[src/rtl/arm_mem_pkg.sv]
// rtl/arm_mem_pkg.sv - shared types and defaults for the RAM arbiter
package arm_mem_pkg;

    localparam int DEF_ADDR_W = 11;
    localparam int DEF_DATA_W = 32;

    typedef enum logic [1:0] {IDLE, GNT, WAIT, RESP} arb_state_t;
    typedef enum logic {PORT_IF, PORT_DM} port_t;

endpackage

[src/rtl/arb_pick.sv]
// rtl/arb_pick.sv - combinational IF/DM winner selection with last-grant fairness
import arm_mem_pkg::*;

module arb_pick (
    input  logic  if_req,
    input  logic  dm_req,
    input  port_t last_gnt,
    output logic  gnt_valid,
    output port_t gnt_port
);

    always_comb begin
        gnt_valid = if_req | dm_req;
        gnt_port  = PORT_IF;
        // DM has priority on a tie unless it won the previous grant
        if (dm_req && !(if_req && last_gnt == PORT_DM)) begin
            gnt_port = PORT_DM;
        end
    end

endmodule

[src/rtl/ram_arbiter.sv]
// rtl/ram_arbiter.sv - single-port RAM arbiter between instruction fetch and data ports
import arm_mem_pkg::*;

module ram_arbiter #(
    parameter int ADDR_W = DEF_ADDR_W,
    parameter int DATA_W = DEF_DATA_W,
    parameter int RD_LAT = 1
) (
    input  logic              clk,
    input  logic              rst_n,
    input  logic              if_req,
    input  logic [ADDR_W-1:0] if_addr,
    output logic              if_gnt,
    output logic              if_valid,
    output logic [DATA_W-1:0] if_rdata,
    input  logic              dm_req,
    input  logic              dm_we,
    input  logic [ADDR_W-1:0] dm_addr,
    input  logic [DATA_W-1:0] dm_wdata,
    output logic              dm_gnt,
    output logic              dm_valid,
    output logic [DATA_W-1:0] dm_rdata,
    output logic [ADDR_W-1:0] ram_addr,
    output logic [DATA_W-1:0] ram_wdata,
    output logic              ram_w_en,
    input  logic [DATA_W-1:0] ram_rdata,
    output logic              busy
);

    localparam int CNT_W = $clog2(RD_LAT + 1);

    arb_state_t        state_q, state_d;
    port_t             win_q, win_d;
    port_t             last_gnt_q, last_gnt_d;
    logic [CNT_W-1:0]  cnt_q, cnt_d;
    logic              we_q, we_d;
    logic [ADDR_W-1:0] ram_addr_q, ram_addr_d;
    logic [DATA_W-1:0] ram_wdata_q, ram_wdata_d;
    logic              ram_w_en_q, ram_w_en_d;
    logic              if_gnt_q, if_gnt_d, dm_gnt_q, dm_gnt_d;
    logic              if_valid_q, if_valid_d, dm_valid_q, dm_valid_d;
    logic [DATA_W-1:0] if_rdata_q, if_rdata_d, dm_rdata_q, dm_rdata_d;
    logic              busy_q, busy_d;

    logic  pick_valid;
    port_t pick_port;

    arb_pick u_pick (
        .if_req    (if_req),
        .dm_req    (dm_req),
        .last_gnt  (last_gnt_q),
        .gnt_valid (pick_valid),
        .gnt_port  (pick_port)
    );

    always_comb begin
        state_d     = state_q;
        win_d       = win_q;
        last_gnt_d  = last_gnt_q;
        cnt_d       = cnt_q;
        we_d        = we_q;
        ram_addr_d  = ram_addr_q;
        ram_wdata_d = ram_wdata_q;
        ram_w_en_d  = 1'b0;
        if_gnt_d    = 1'b0;
        dm_gnt_d    = 1'b0;
        if_valid_d  = 1'b0;
        dm_valid_d  = 1'b0;
        if_rdata_d  = if_rdata_q;
        dm_rdata_d  = dm_rdata_q;
        case (state_q)
            IDLE: begin
                if (pick_valid) begin
                    state_d    = GNT;
                    win_d      = pick_port;
                    last_gnt_d = pick_port;
                    cnt_d      = CNT_W'(RD_LAT - 1);
                    if (pick_port == PORT_DM) begin
                        ram_addr_d  = dm_addr;
                        we_d        = dm_we;
                        ram_w_en_d  = dm_we;
                        ram_wdata_d = dm_we ? dm_wdata : '0;
                        dm_gnt_d    = 1'b1;
                    end else begin
                        ram_addr_d  = if_addr;
                        we_d        = 1'b0;
                        ram_wdata_d = '0;
                        if_gnt_d    = 1'b1;
                    end
                end
            end
            GNT: begin
                if (we_q) begin
                    state_d     = IDLE;
                    ram_addr_d  = '0;
                    ram_wdata_d = '0;
                end else begin
                    state_d = WAIT;
                end
            end
            WAIT: begin
                // ram_rdata is valid in the last WAIT cycle; register it so valid and data align
                if (cnt_q == '0) begin
                    state_d = RESP;
                    if (win_q == PORT_DM) begin
                        dm_rdata_d = ram_rdata;
                        dm_valid_d = 1'b1;
                    end else begin
                        if_rdata_d = ram_rdata;
                        if_valid_d = 1'b1;
                    end
                end else begin
                    cnt_d = cnt_q - CNT_W'(1);
                end
            end
            RESP: begin
                state_d     = IDLE;
                ram_addr_d  = '0;
                ram_wdata_d = '0;
            end
            default: begin
                state_d = IDLE;
            end
        endcase
        busy_d = (state_d != IDLE);
    end

    always_ff @(posedge clk) begin
        if (!rst_n) begin
            state_q     <= IDLE;
            win_q       <= PORT_IF;
            last_gnt_q  <= PORT_IF;
            cnt_q       <= '0;
            we_q        <= 1'b0;
            ram_addr_q  <= '0;
            ram_wdata_q <= '0;
            ram_w_en_q  <= 1'b0;
            if_gnt_q    <= 1'b0;
            dm_gnt_q    <= 1'b0;
            if_valid_q  <= 1'b0;
            dm_valid_q  <= 1'b0;
            if_rdata_q  <= '0;
            dm_rdata_q  <= '0;
            busy_q      <= 1'b0;
        end else begin
            state_q     <= state_d;
            win_q       <= win_d;
            last_gnt_q  <= last_gnt_d;
            cnt_q       <= cnt_d;
            we_q        <= we_d;
            ram_addr_q  <= ram_addr_d;
            ram_wdata_q <= ram_wdata_d;
            ram_w_en_q  <= ram_w_en_d;
            if_gnt_q    <= if_gnt_d;
            dm_gnt_q    <= dm_gnt_d;
            if_valid_q  <= if_valid_d;
            dm_valid_q  <= dm_valid_d;
            if_rdata_q  <= if_rdata_d;
            dm_rdata_q  <= dm_rdata_d;
            busy_q      <= busy_d;
        end
    end

    assign if_gnt    = if_gnt_q;
    assign dm_gnt    = dm_gnt_q;
    assign if_valid  = if_valid_q;
    assign dm_valid  = dm_valid_q;
    assign if_rdata  = if_rdata_q;
    assign dm_rdata  = dm_rdata_q;
    assign ram_addr  = ram_addr_q;
    assign ram_wdata = ram_wdata_q;
    assign ram_w_en  = ram_w_en_q;
    assign busy      = busy_q;

endmodule

[config.mk]
export PLATFORM = sky130hd
export DESIGN_NAME = ram_arbiter
export DESIGN_NICKNAME = d
export VERILOG_FILES = /design/src/rtl/arm_mem_pkg.sv /design/src/rtl/arb_pick.sv /design/src/rtl/ram_arbiter.sv
export SDC_FILE = /design/constraint.sdc
export NUM_CORES = 1
export LEC_CHECK = 0
export ABC_AREA = 0
export BUFFER_PORTS_ARGS = -buffer_cell sky130_fd_sc_hd__buf_4
export CAP_MARGIN = 20
export CORE_AREA = 2 2 102 104
export DETAILED_ROUTE_END_ITERATION = 16
export DIE_AREA = 0 0 104 106
export PLACE_DENSITY = 0.75
export SLEW_MARGIN = 20
export SYNTH_ARGS = -nofsm -noshare
export SYNTH_HDL_FRONTEND = slang
export SYNTH_SLANG_ARGS = --single-unit
[constraint.sdc]
create_clock -name clk -period 1.5 [get_ports clk]
set_clock_uncertainty 0.1 [all_clocks]
set_input_delay 0 -clock clk [delete_from_list [all_inputs] [get_ports clk]]
set_output_delay 0 -clock clk [all_outputs]
set_load 0.005 [all_outputs]
==> impl_summary.txt <==
----------------------------------------------------
[Critical path]
  Top delay family on crit path ... compound AO/OA/AOI/OAI gates
  Category of the critical setup timing path ... register to register
  Crit path max-delay cell type ... o311a_1
  Flop-to-flop setup slack ... 50 ps
  Required time at the endpoint of the critical path ... 1780 ps
  Buffers plus inverters on the worst setup path ... 1
  Largest fanout of any net on the critical path ... 43
  Number of cells traversed by the worst register-to-register path ... 3
  Delay of the slowest cell on the worst path ... 400 ps
  Cell-by-cell listing of the critical path ... o311a_1 > buf_12 > a22o_1
  Element type at the critical path end ... register
  Critical R2R Launch ... state_q[1]
  Arrival time of the worst setup path ... 1730 ps
  Capturing point of the worst reg2reg path ... ram_wdata[8]
  Type of element launching the critical path ... register

[STA]
  Final setup vio count ... 0
  Slew headroom ... 79.2%
  Final total negative setup slack ... 0 ps
  RSZ-0062 raised after global routing ... no
  Max Transition Viols Final ... 0
  Minimum period implied by the final worst setup slack ... 1450 ps
  Final worst setup slack ... 48.1 ps
  Least-Margin Pin Slew ... 311 ps
  Crit share post-route ... 96.8%
  Minimum hold slack ... 159 ps
  Final hold viol count ... 0
  Maximum frequency from static timing analysis ... 0.689 GHz

[Global route]
  First-pass GRT wire length ... 20.6 mm
  Via count of the first global-routing pass ... 4281
  Initial antenna violation count ... 0
  Pin count of the biggest net entering global routing ... 44
  Global Route Usage Sum ... 23.2%
  Global route total overflow ... 0

[Clock tree]
  CTS Sinks ... 117
  Post-CTS clock slew at the launch and capture registers of the worst setup and hold paths ... 60 ps
  Maximum root-to-sink buffer count ... 2
  H-tree levels ... 4
  Setup bufs post-CTS ... 0
  Clock Tree Root ... clkbuf_8
  CTS Buf Count ... 17
  CTS tree ... built
  Clock insertion delay at the later pin of the skew report ... 490 ps

[Placement]
  Number of input and output port buffers inserted ... 203
  Area after DPL ... 5690 um2
  Placed wire-length estimate ... 7.40 mm
  Setup slack after placement ... 51.4 ps
  Gpl congestion ... 0.774

[Route]
  Number of DRC violations after detailed-routing iteration 0 ... 154
  Number of remaining DRC errors ... 0
  Routed len/inst ... 14.9 um
  Count of antenna-violating nets left after detailed routing ... 0
  Routed wire length ... 12.8 mm
  Per-cell via count in the routed design ... 4.80
  Number of vias after detailed routing ... 4144
  Number of optimization iterations in the first detailed-route pass ... 4

[Synthesis]
  Share of cell area taken by muxes after synthesis ... 2.74%
  Adder-cell share of the synthesized area ... 0%
  Share of synthesized flip-flops with an asynchronous set or reset ... 0%
  Top flip-flop cell by instance count after synthesis ... dfxtp_1
  Seq cells post-synth ... 117
  Total of warnings raised by yosys ... 0
  Count leader, synth ... nand2_1
  Post-Synthesis Cells ... 423
  Leading post-synthesis cells by cell area ... dfxtp_1 (58%), nand2_1 (12%), a21oi_1 (8.2%)
  Mapped Nets ... 514
  Area share of the largest cell type after synthesis ... 58.4%
  Commonest cells in the synthesized netlist ... nand2_1 (130), dfxtp_1 (117), a21oi_1 (66)
  Basic-gate share of the synthesized area counting and, or, nand and nor cells ... 14.6%
  Largest area contributor in the netlist ... dfxtp_1
  Number of unique standard cell types used by synthesis ... 27
  Number of synthesized flops with an enable pin ... 0
  Xor/xnor share of the synthesized area ... 0%
  Compound-cell area share of the yosys netlist ... 19.2%
  Share of the yosys chip area belonging to registers ... 58.4%
  Syn Area/Cell ... 9.48 um2
  Dominant combinational cell family by area after synthesis ... compound AO/OA/AOI/OAI gates
  Total standard cell area after synthesis ... 4010 um2

[Status]
  Outcome ... finished clean

[Die]
  Die ar. ... 11000 um2
  Floorplan row count ... 37
  Die X ... 104 um
  Die H ... 106 um
  Placeable core region ... 10000 um2
  Ports ... 204
  Effective utilization at floorplan ... 40.1%

[Finish]
  Sequential cell area ... 2340 um2
  Layout cells sized above 1 ... 34.8%
  Net count reported at finish ... 805
  Synth-to-Final Area Change ... 80.1%
  Design Area, Final ... 7230 um2
  Filler cell count ... 697
  Antenna diode instance count ... 0
  Combined area of the multi-input logic cells ... 1480 um2

[Hold path]
  Source of the worst hold timing path ... dm_wdata[17]
  Hold-critical path endpoint ... ram_wdata[17]
  Number of cells traversed by the worst hold path ... 3
  Min-delay worst type ... input pin to register

[Run]
  Count of maximum capacitance violations ... 0

[Power]
  Power density of the placed cells ... 1270 nW/um2
  Static leakage ... 3.16 nW
  Max VDD drop ... 725 uV

----------------------------------------------------
repair_timing:
item | CTS | global route
endpoints found under the setup margin | 0 | 59
hold endpoints to repair | 117 | 0
gates resized for setup | 0 | 3
hold buffers | 90 | 0
routing by layer:
| layer | routed length [um] | GRT usage (%) | vias to the layer above |
|---|---|---|---|
| met3 | 893 | 7.54 | 14 |
| met1 | 5160 | 25.9 | 1935 |
| met4 | 146 | 9.46 | 0 |
| li1 | - | - | 2026 |
| met2 | 6620 | 40.9 | 169 |
| met5 | 0 | 0 | - |
state kept, by name, summed over array words and instances, names as in the netlist, 2 cells and up:
signal     cells
ram_wdata     32
if_rdata      32
dm_rdata      32
ram_addr      11
state_q        2
layout by cell type (no fill, tap or decap):
cell type | netlist | routed
dfxtp_2 | 0 | 2
bufinv_16 | 0 | 4
o21ai_1 | 1 | 1
nor2_1 | 5 | 5
a22o_1 | 32 | 32
and3b_1 | 1 | 1
clkinv_4 | 0 | 1
nor2b_1 | 1 | 1
and4_1 | 1 | 1
o21ai_0 | 1 | 1
o311a_1 | 1 | 1
buf_4 | 2 | 208
o211ai_1 | 1 | 1
a31o_1 | 1 | 1
nor3b_4 | 0 | 1
buf_12 | 0 | 7
dlygate4sd3_1 | 0 | 90
dfxtp_1 | 117 | 115
a21boi_4 | 1 | 1
or3b_1 | 1 | 1
clkbuf_16 | 0 | 16
clkinvlp_4 | 0 | 4
inv_6 | 0 | 4
nand3b_1 | 2 | 2
mux2i_1 | 11 | 11
nand2_1 | 130 | 130
nor2_4 | 0 | 1
clkinv_2 | 0 | 1
clkbuf_8 | 0 | 2
inv_2 | 0 | 1
o2bb2ai_1 | 11 | 11
and3_1 | 2 | 2
a21oi_1 | 66 | 66
a311oi_1 | 1 | 1
cells by family after synthesis:
group / after synthesis
flip-flops: 117
AO/OA/AOI/OAI: 116
buffers and inverters: 34
multiplexers: 11
AND/OR/NAND/NOR: 145
area by class of cell:
type	count	area share [%]
clock buffers	18	5.92
clock inverters	14	2.75
inverters	1	0.0519
multi-input cells	272	20.5
flip-flops and latches	117	32.5
well taps	136	2.35
repair buffers	305	36.0
worst register-to-register path, cell delays in order, from the launching register on:
cell	delay [ps]
dfxtp_2	370
o311a_1	400
buf_12	190
a22o_1	280
power by group:
group,switching [W],internal [W],leakage (nW)
combinational,0.000620,0.000826,1.92
clock,0.00149,0.00276,0.295
sequential,0.000164,0.00335,0.951
total,0.00227,0.00693,3.16
worst max-delay path by stage:
stage / endpoint / from / cells after the start
2_1_floorplan: if_rdata[30] / last_gnt_q / 6
3_3_place_gp: ram_wdata[17] / state_q[1] / 3
3_5_place_dp: ram_wdata[8] / state_q[1] / 3
4_1_cts: if_rdata[13] / state_q[1] / 4
5_1_grt: ram_addr[10] / last_gnt_q / 4
6_report: ram_wdata[8] / state_q[1] / 3
metrics by stage:
| step | util [%] | power, W | cells |
|---|---|---|---|
| after floorplan | - | 0.00410 | 423 |
| after global placement | 56.9 | 0.00476 | 741 |
| after detailed placement | 56.9 | 0.00479 | 741 |
| after CTS | 72.2 | 0.00925 | 863 |
| after global routing | 72.3 | 0.00956 | 863 |
| final | 72.3 | 0.00920 | 863 |
(Power assumes the default switching activity.)
